### src/rtl/mul_share_ctrl.sv
// ---------------------------------------------------------------------------
// mul_share_ctrl
// Sequencer/arbiter that shares one multi-cycle shift-add multiplier datapath
// between two requesters. One operation is outstanding at a time.
//
// Handshakes: a transfer happens on a rising clk edge where valid and ready
// are both high. reqN_ready is a combinational function of reqN_valid and the
// current state and pointer, so a requester holds valid and operands until it
// sees ready. rsp_valid stays high, with rsp_id/rsp_product stable, until the
// edge where rsp_ready is also high.
//
// Ports
//   clk, rst_n                 clock, synchronous active-low reset
//   req0_* / req1_*            requester operand channels (valid/ready, a, b)
//   rsp_valid/ready/id/product result channel with owning requester id
//   mul_load                   one-cycle load strobe to the datapath
//   mul_multiplier/multiplicand latched operands to the datapath
//   mul_product                datapath product, valid WIDTH clocks after load
//   busy                       high in any state but IDLE
//   state_dbg                  current FSM state (debug visibility)
//   perf_cnt0/perf_cnt1        saturating per-requester response counters,
//                              present only when MUL_SHARE_PERF_EN is defined
//
// Configuration macro: MUL_SHARE_PERF_EN
// ---------------------------------------------------------------------------
module mul_share_ctrl #(
    parameter int WIDTH = 4,
    parameter int CNT_W = 3
) (
    input  logic               clk,
    input  logic               rst_n,
    input  logic               req0_valid,
    output logic               req0_ready,
    input  logic [WIDTH-1:0]   req0_a,
    input  logic [WIDTH-1:0]   req0_b,
    input  logic               req1_valid,
    output logic               req1_ready,
    input  logic [WIDTH-1:0]   req1_a,
    input  logic [WIDTH-1:0]   req1_b,
    output logic               rsp_valid,
    input  logic               rsp_ready,
    output logic               rsp_id,
    output logic [2*WIDTH-1:0] rsp_product,
    output logic               mul_load,
    output logic [WIDTH-1:0]   mul_multiplier,
    output logic [WIDTH-1:0]   mul_multiplicand,
    input  logic [2*WIDTH-1:0] mul_product,
    output logic               busy,
    output logic [1:0]         state_dbg
`ifdef MUL_SHARE_PERF_EN
    ,
    output logic [7:0]         perf_cnt0,
    output logic [7:0]         perf_cnt1
`endif
);

    typedef enum logic [1:0] {
        S_IDLE = 2'd0,
        S_LOAD = 2'd1,
        S_RUN  = 2'd2,
        S_DONE = 2'd3
    } state_t;

    localparam logic [CNT_W-1:0] LAST_CNT = CNT_W'(WIDTH - 1);

    state_t             state_q, state_d;
    logic [CNT_W-1:0]   cnt_q;
    logic               ptr_q;
    logic               id_q;
    logic [2*WIDTH-1:0] product_q;
    logic [WIDTH-1:0]   mplier_q;
    logic [WIDTH-1:0]   mcand_q;

    logic grant0, grant1, accept, rsp_fire;

    // Pointer only matters when both requesters are valid; it names the winner.
    assign grant0   = req0_valid & (~req1_valid | ~ptr_q);
    assign grant1   = req1_valid & (~req0_valid |  ptr_q);
    assign accept   = (state_q == S_IDLE) & (grant0 | grant1);
    assign rsp_fire = (state_q == S_DONE) & rsp_ready;

    assign req0_ready       = (state_q == S_IDLE) & grant0;
    assign req1_ready       = (state_q == S_IDLE) & grant1;
    assign rsp_valid        = (state_q == S_DONE);
    assign rsp_id           = id_q;
    assign rsp_product      = product_q;
    assign mul_load         = (state_q == S_LOAD);
    assign mul_multiplier   = mplier_q;
    assign mul_multiplicand = mcand_q;
    assign busy             = (state_q != S_IDLE);
    assign state_dbg        = state_q;

    always_comb begin
        state_d = state_q;
        case (state_q)
            S_IDLE: if (accept) state_d = S_LOAD;
            S_LOAD: state_d = S_RUN;
            S_RUN:  if (cnt_q == LAST_CNT) state_d = S_DONE;
            S_DONE: if (rsp_ready) state_d = S_IDLE;
            default: state_d = S_IDLE;
        endcase
    end

    always_ff @(posedge clk) begin
        if (!rst_n) begin
            state_q   <= S_IDLE;
            cnt_q     <= '0;
            ptr_q     <= 1'b0;
            id_q      <= 1'b0;
            product_q <= '0;
            mplier_q  <= '0;
            mcand_q   <= '0;
        end else begin
            state_q <= state_d;
            if (accept) begin
                mplier_q <= grant1 ? req1_a : req0_a;
                mcand_q  <= grant1 ? req1_b : req0_b;
                id_q     <= grant1;
            end
            if (state_q == S_LOAD) begin
                cnt_q <= '0;
            end else if (state_q == S_RUN) begin
                cnt_q <= cnt_q + CNT_W'(1);
            end
            // The last RUN edge is WIDTH clocks past the load edge, so the
            // datapath product is settled here.
            if ((state_q == S_RUN) && (cnt_q == LAST_CNT)) begin
                product_q <= mul_product;
            end
            // Round-robin: the requester just served loses the next tie.
            if (rsp_fire) begin
                ptr_q <= ~id_q;
            end
        end
    end

`ifdef MUL_SHARE_PERF_EN
    always_ff @(posedge clk) begin
        if (!rst_n) begin
            perf_cnt0 <= 8'h00;
            perf_cnt1 <= 8'h00;
        end else if (rsp_fire) begin
            if (!id_q && (perf_cnt0 != 8'hFF)) perf_cnt0 <= perf_cnt0 + 8'h01;
            if ( id_q && (perf_cnt1 != 8'hFF)) perf_cnt1 <= perf_cnt1 + 8'h01;
        end
    end
`endif

endmodule
### config.mk
export PLATFORM = sky130hd
export DESIGN_NAME = mul_share_ctrl
export DESIGN_NICKNAME = d
export VERILOG_FILES = /design/src/rtl/mul_share_ctrl.sv
export SDC_FILE = /design/constraint.sdc
export NUM_CORES = 1
export LEC_CHECK = 0
export ABC_CLOCK_PERIOD_IN_PS = 1900
export CORE_AREA = 2 2 56 58
export CTS_BUF_LIST = sky130_fd_sc_hd__clkbuf_4 sky130_fd_sc_hd__clkbuf_8 sky130_fd_sc_hd__clkbuf_16
export DETAILED_ROUTE_END_ITERATION = 8
export DIE_AREA = 0 0 58 60
export PLACE_DENSITY = 0.88
export REMOVE_ABC_BUFFERS = 1
export SYNTH_ARGS = -nofsm -noshare
export SYNTH_HDL_FRONTEND = slang
export SYNTH_SLANG_ARGS = --single-unit
### constraint.sdc
create_clock -name clk -period 1.9 [get_ports clk]
set_input_delay 0.38 -clock clk [delete_from_list [all_inputs] [get_ports clk]]
set_output_delay 0.38 -clock clk [all_outputs]
set_load 0.02 [all_outputs]
==> results of run 1 <==
[per-stage QoR]
stage | cell area [µm²] | util | std cells
after floorplan | 1057 | - | 121
after global placement | 1694 | 0.5836 | 216
after detailed placement | 1694 | 0.5836 | 216
after CTS | 1718 | 0.5918 | 220
after global routing | 1717 | 0.5914 | 220
final | 1717 | 0.5914 | 220
[cells by family after synthesis]
family / Yosys count / share of synthesized area
mux: 2 / 0.01802
compound gates: 40 / 0.2444
buf+inv: 15 / 0.07207
fa+ha+maj: 6 / 0.06757
xor+xnor: 1 / 0.007884
flops: 23 / 0.4144
simple gates: 42 / 0.1757
[cell usage after synthesis]
library cell / count
clkbuf_4: 1
o31a_1: 1
inv_1: 5
a21boi_0: 4
mux2i_1: 2
o21a_4: 1
nor2_1: 6
and2b_1: 1
nand2_1: 13
nand3_1: 17
buf_6: 2
nor2b_1: 1
ha_1: 6
a221oi_2: 1
nand2b_1: 2
xnor2_1: 1
dfxtp_1: 23
and2_1: 2
o21ai_0: 15
o21a_1: 2
a31oi_1: 8
buf_2: 4
a211oi_1: 1
clkbuf_1: 1
o21ai_2: 2
inv_2: 2
a21boi_1: 5
[area by class of cell]
cell class / count / share of cell area
sequential: 23 / 0.2682
clock buffer: 4 / 0.01749
inverter: 7 / 0.01531
timing repair buffer: 62 / 0.3411
multi-input combinational: 91 / 0.3338
tap: 33 / 0.02405
[power breakdown]
part	internal (mW)	switching, mW
Combinational	0.458	0.495
Clock	0.0960	0.140
Sequential	0.578	0.0503
Total	1.13	0.686
[routing by layer]
metal,vias to the layer above,global-route usage,part of all wire
met3,2,0.02597,0.052
li1,569,-,-
met4,0,0.04651,0.0049
met2,29,0.2532,0.48
met1,503,0.1875,0.46
met5,-,0,0
[flip-flops by register name (all words and copies together), names as in the netlist]
signal	flops
rsp_product	8
mul_multiplicand	4
mul_multiplier	4
cnt_q	3
state_dbg	2
ptr_q	1
rsp_id	1
[path summary, 6_finish.rpt]
check	slack [ns]	end	start	cells after the start
worst max register to register	0.53	state_dbg[1]$_SDFFE_PN0P_	cnt_q[0]$_SDFFE_PP0P_	5
worst min-delay path	0.46	rsp_product[7]$_SDFFE_PN0P_	rsp_product[7]$_SDFFE_PN0P_	2
worst max-delay path	0.09	req1_ready	state_dbg[0]$_SDFFE_PN0P_	5
worst min register to register	0.46	rsp_product[7]$_SDFFE_PN0P_	rsp_product[7]$_SDFFE_PN0P_	2
[critical path: stages (launching register included)]
cell	delay (ns)
dfxtp_1	0.33
inv_1	0.09
ha_2	0.24
nand3_1	0.10
inv_1	0.06
dlygate4sd2_1	0.32
[what timing repair did]
action,CTS,global route
hold endpoints to repair,0,0
setup endpoints to repair,5,2
gates resized for setup,5,3
==> summary.md, run 1 <==
| Metric | Value |
|---|---|
| Status | completed |
| Data required, critical path | between 1.5 and 2 ns |
| # DRC | 0 |
| Via/cell ratio | 5.014 |
| Final Skew | roughly 0.0014 ns |
| Post-Synthesis Cells | around 130 |
| Min-delay worst type | flop to flop |
| Final setup margin | between 0.09 and 0.1 ns |
| Core ar. | 2903 µm² |
| Synth warn | 0 |
| GR Util All Layers | 0.1472 |
| Final Hold Viols | 0 |
| Share of cells above drive strength 1 | 0.1176 |
| CTS root buffer | clkbuf_4 |
| Via Count | 1,103 |
| GPL Wtd Cong | about 0.73 |
| Area of the multi-input gates | 573.1 µm² |
| Setup TNS | 0 ns |
| Slew Viols, Final | 0 |
| Clock Sinks | 23 |
| MaxCap Viol Count | 0 |
| Inserted Diodes | 0 |
| Fillers | about 280 |
| Initial DRC Count | 50 |
| Worst VDD drop | roughly 0.87 mV |
| Cell row count | 20 |
| DR pass1 iterations | 4 |
| Fin crit share | 0.9525 |
| Die X | 58 µm |
| Clock Path Buffers | 2 |
| Setup CP Type | flop to output pin |
| Fin nets | ~220 |
| Vias in the first global route | between 900 and 1,000 |
| Grt ovf | 0 |
| Clk slew on worst S/H paths | roughly 0.12 ns |
| I/O Buffers | between 50 and 60 |
| Fmax | about 550 MHz |
| Clk Latency, worst-skew pair | about 0.30 ns |
| Fin Hold WS | 0.4585 ns |
| Worst slew margin | 0.8064 |
| Most frequent cells in the layout | clkdlybuf4s50_1, dfxtp_1, nand3_1 |
| WL per Instance | approximately 12 µm |
| Routed Antenna Nets | 0 |
| H-tree levels | 1 |
| Die H | approximately 60 µm |
| Pin count of the biggest net entering global routing | 17 |
| Yosys cell types | 27 |
| First-pass GRT wire length | slightly below 4000 µm |
| Initial antenna violation count | 0 |
| Routed WL | roughly 2700 µm |
| P_leak | between 0.6 and 0.7 nW |
| Register Area | between 400 and 500 µm² |
| Crit. End Element | output pin |
| CTS tree | yes |
| Synthesized area | between 1000 and 1500 µm² |
| RSZ-0062 raised after global routing | no |
| Crit-path max FO | 5 |
| Power, Total | around 1.8 mW |
| Synth-to-Final Area Change | 54.50% |
| IO Pins | between 50 and 60 |
| Arr. time, crit path | approximately 1.4 ns |
| Post-CTS Setup Inserts | 0 |
| Synth Register Bits | 23 |
| Average cell area after synthesis | 8.613 µm² |
| Total CTS buffers | 3 |
| Register area share after synthesis | 0.4144 |
| CTS Hold Bufs | 0 |
| Most common cell after layout, fill and taps aside | clkdlybuf4s50_1 |
| Starting Density | 0.3828 |
| Synth area leaders | dfxtp_1, nand3_1, ha_1, o21ai_0, a31oi_1 |
| Final setup fails | 0 |
| Post-synth top area share | 0.4144 |
| Worst-margin pin slew | a little under 0.3 ns |
| Fin crit period | 1.810 ns |
| Pre-CTS setup slack | -0.2122 ns |
| Die Area | ~3500 µm² |
| Cell taking the most area after synthesis | dfxtp_1 |
| HPWL after detailed placement | between 1500 and 2000 µm |
| CP Launch Type | flop |
| Power per cell area | between 1000 and 1500 nW/µm² |
Power figures use the tool's default switching activity.
==> inputs of run 2 (changes only) <==
GPL_TIMING_DRIVEN = 0   (was not set)
==> run 2 against run 1 <==
Against the previous run: final area shrank 3.1%; critical endpoint unchanged; wire length shrank 1.4%; count of clock-buffer cells in the layout stayed put; via count shrank 2.7%; largest cell class is now multi-input gates; combinational power shrank 6.2%; sequential power up 3.5%; critical path type unchanged; hold slack worse by 0.00086 ns.
==> summary.md, run 2 (synthesis results as in run 1) <==
| Metric | Value |
|---|---|
| H-tree levels | 1 (unchanged) |
| Inserted Diodes | 0 (unchanged) |
| Crit-path max FO | 6 (+1) |
| Fmax | 560.9 MHz (+1.5%) |
| Crit-path cells | inv_1 -> ha_4 -> nand3_1 -> inv_1 -> clkdlybuf4s15_2 |
| Total CTS buffers | 3 (unchanged) |
| Most common cell after layout, fill and taps aside | clkdlybuf4s50_1 |
| GPL Wtd Cong | 0.6990 (-3.8%) |
| Critical-path top delay cell | dfxtp_2 |
| Hold Startpoint | rsp_product[7]$_SDFFE_PN0P_ |
| Most frequent cells in the layout | clkdlybuf4s50_1, dfxtp_1, nand3_1 |
| Power per cell area | 1074 nW/µm² (+1.4%) |
| Fin Hold WS | 0.4576 ns (-0.0008640 ns) |
| P_leak | 0.6195 nW (-7.1%) |
| CTS root buffer | clkbuf_4 |
| I/O Buffers | 52 (unchanged) |
| DR pass1 iterations | 4 (unchanged) |
| Vias in the first global route | 976 (+4.6%) |
| Max reg flops | 8 (unchanged) |
| Routed WL | 2614 µm (-1.4%) |
| CP Buf/Inv Count | 3 (unchanged) |
| Fin crit share | 0.9384 (-0.01404) |
| Die Area | 3480 µm² (unchanged) |
| Worst VDD drop | 0.6954 mV (-20%) |
| Starting Density | 0.3828 (unchanged) |
| Grt ovf | 0 (unchanged) |
| Arr. time, crit path | 1.40 ns (-0.03 ns) |
| Cell row count | 20 (unchanged) |
| RSZ-0062 raised after global routing | no |
| Clk Latency, worst-skew pair | 0.30 ns (about the same) |
| Flop2flop setup slack | 0.24 ns (-0.29 ns) |
| Clk slew on worst S/H paths | 0.13 ns (about the same) |
| Worst-margin pin slew | 0.7257 ns (+0.4361 ns) |
| Pin count of the biggest net entering global routing | 23 (+6) |
| Core ar. | 2903 µm² (unchanged) |
| Clock Sinks | 23 (unchanged) |
| GR Util All Layers | 0.1560 (+0.008802) |
| Setup CP Type | flop to output pin |
| Via/cell ratio | 5.110 (+1.9%) |
| Max incr delay on CP | 0.36 ns (+0.03 ns) |
| Min-delay worst type | flop to flop |
| Final instance area | 1663 µm² (-3.1%) |
| Crit. End Element | output pin |
| First-pass GRT wire length | 4284 µm (+8.8%) |
| Final setup margin | 0.1170 ns (+0.02668 ns) |
| Data required, critical path | 1.52 ns (about the same) |
| Clock Path Buffers | 2 (unchanged) |
| IO Pins | 53 (unchanged) |
| Power, Total | 1.786 mW (-1.7%) |
| WL per Instance | 12.45 µm (+3.3%) |
| Setup TNS | 0 ns (unchanged) |
| Final setup fails | 0 (unchanged) |
| HPWL after detailed placement | 1842 µm (-6.7%) |
| CP most frequent cell | inv_1 |
| Reg2Reg Depth | 5 (unchanged) |
| Fin crit period | 1.783 ns (-0.02668 ns) |
| Reg-to-reg critical path startpoint | state_dbg[0]$_SDFFE_PN0P_ |
| MaxCap Viol Count | 0 (unchanged) |
| Die X | 58 µm (unchanged) |
| Share of cells above drive strength 1 | 0.09605 (-0.02160) |
| Placed Instances | 206 (-4.6%) |
| Post-Place Cell Area | 1619 µm² (-4.4%) |
| Slew Viols, Final | 0 (unchanged) |
| Worst slew margin | 0.5147 (-0.2918) |
| Status | completed |
| Initial antenna violation count | 0 (unchanged) |
| CP Launch Type | flop |
| Hold Crit Depth | 2 (unchanged) |
| Worst Hold End | rsp_product[7]$_SDFFE_PN0P_ |
| RR Endpoint | rsp_product[6]$_SDFFE_PN0P_ |
| Pre-CTS setup slack | -0.5306 ns (-0.3185 ns) |
| Fin nets | 213 (-4.5%) |
| CP delay by family, top | buffers and inverters |
| Synth-to-Final Area Change | 49.66% |
| Die H | 60 µm (unchanged) |
| Finished Core Util | 0.5728 (-0.01853) |
| CTS tree | yes |
| Via Count | 1,073 (-2.7%) |
| Routed Antenna Nets | 0 (unchanged) |
| # DRC | 0 (unchanged) |
| Finished Layout Cells | 210 (-4.5%) |
| Final Skew | 0.004333 ns (+0.002925 ns) |
| Initial DRC Count | 42 (-16%) |
| Final Hold Viols | 0 (unchanged) |
-- run 2: cell count changes in the layout (fill, tap and decap cells not counted), sizes merged --
cell	change
clkdlybuf4s15	+2
buf	-9
clkdlybuf4s50	-2
clkbuf	-1
-- run 2: per-layer routing --
metal | track usage | wire (µm) | share of wire
met1 | 0.2027 | 1201 | 0.46
met2 | 0.2662 | 1244 | 0.48
met3 | 0.03030 | 155 | 0.059
met4 | 0.03987 | 12 | 0.0046
met5 | 0 | 0 | 0
-- run 2: repair_timing --
action                                  4_1_cts  5_1_grt
setup buffers                                 0        0
endpoints found under the setup margin        5        3
resized for setup                            15        5
hold buffers                                  0        0
-- run 2: report_power, final --
group | switching [mW] | leakage [nW] | internal, mW
Combinational | 0.474 | 0.412 | 0.421
Sequential | 0.0680 | 0.189 | 0.582
Clock | 0.144 | 0.0184 | 0.0960
Total | 0.687 | 0.620 | 1.10
-- run 2: layout make-up --
cell class / count / area (µm²)
inverters: 7 / 26.28
fillers: 280 / 1240
repair buffers: 52 / 511.7
well taps: 33 / 41.29
clock buffers: 4 / 30.03
multi-input cells: 91 / 590.6
flip-flops and latches: 23 / 462.9
-- run 2: worst reg2reg max path: stages (launching register included) --
cell	delay, ns
dfxtp_2	0.37
inv_2	0.08
ha_1	0.54
nand2_1	0.34
nand2_1	0.15
a21boi_0	0.08
-- run 2: how the worst max path moves through the flow --
stage                                    from                         to  slack [ns]  cells after the start
floorplan           state_dbg[0]$_SDFFE_PN0P_  state_dbg[1]$_SDFFE_PN0P_        0.37                      4
global route        state_dbg[1]$_SDFFE_PN0P_                 req1_ready        0.02                      5
CTS                 state_dbg[1]$_SDFFE_PN0P_                 req1_ready        0.02                      5
detailed placement                 req0_valid                 req1_ready       -0.53                      5
global placement                   req1_valid                 req0_ready       -0.51                      4
finish              state_dbg[1]$_SDFFE_PN0P_                 req1_ready        0.12                      5
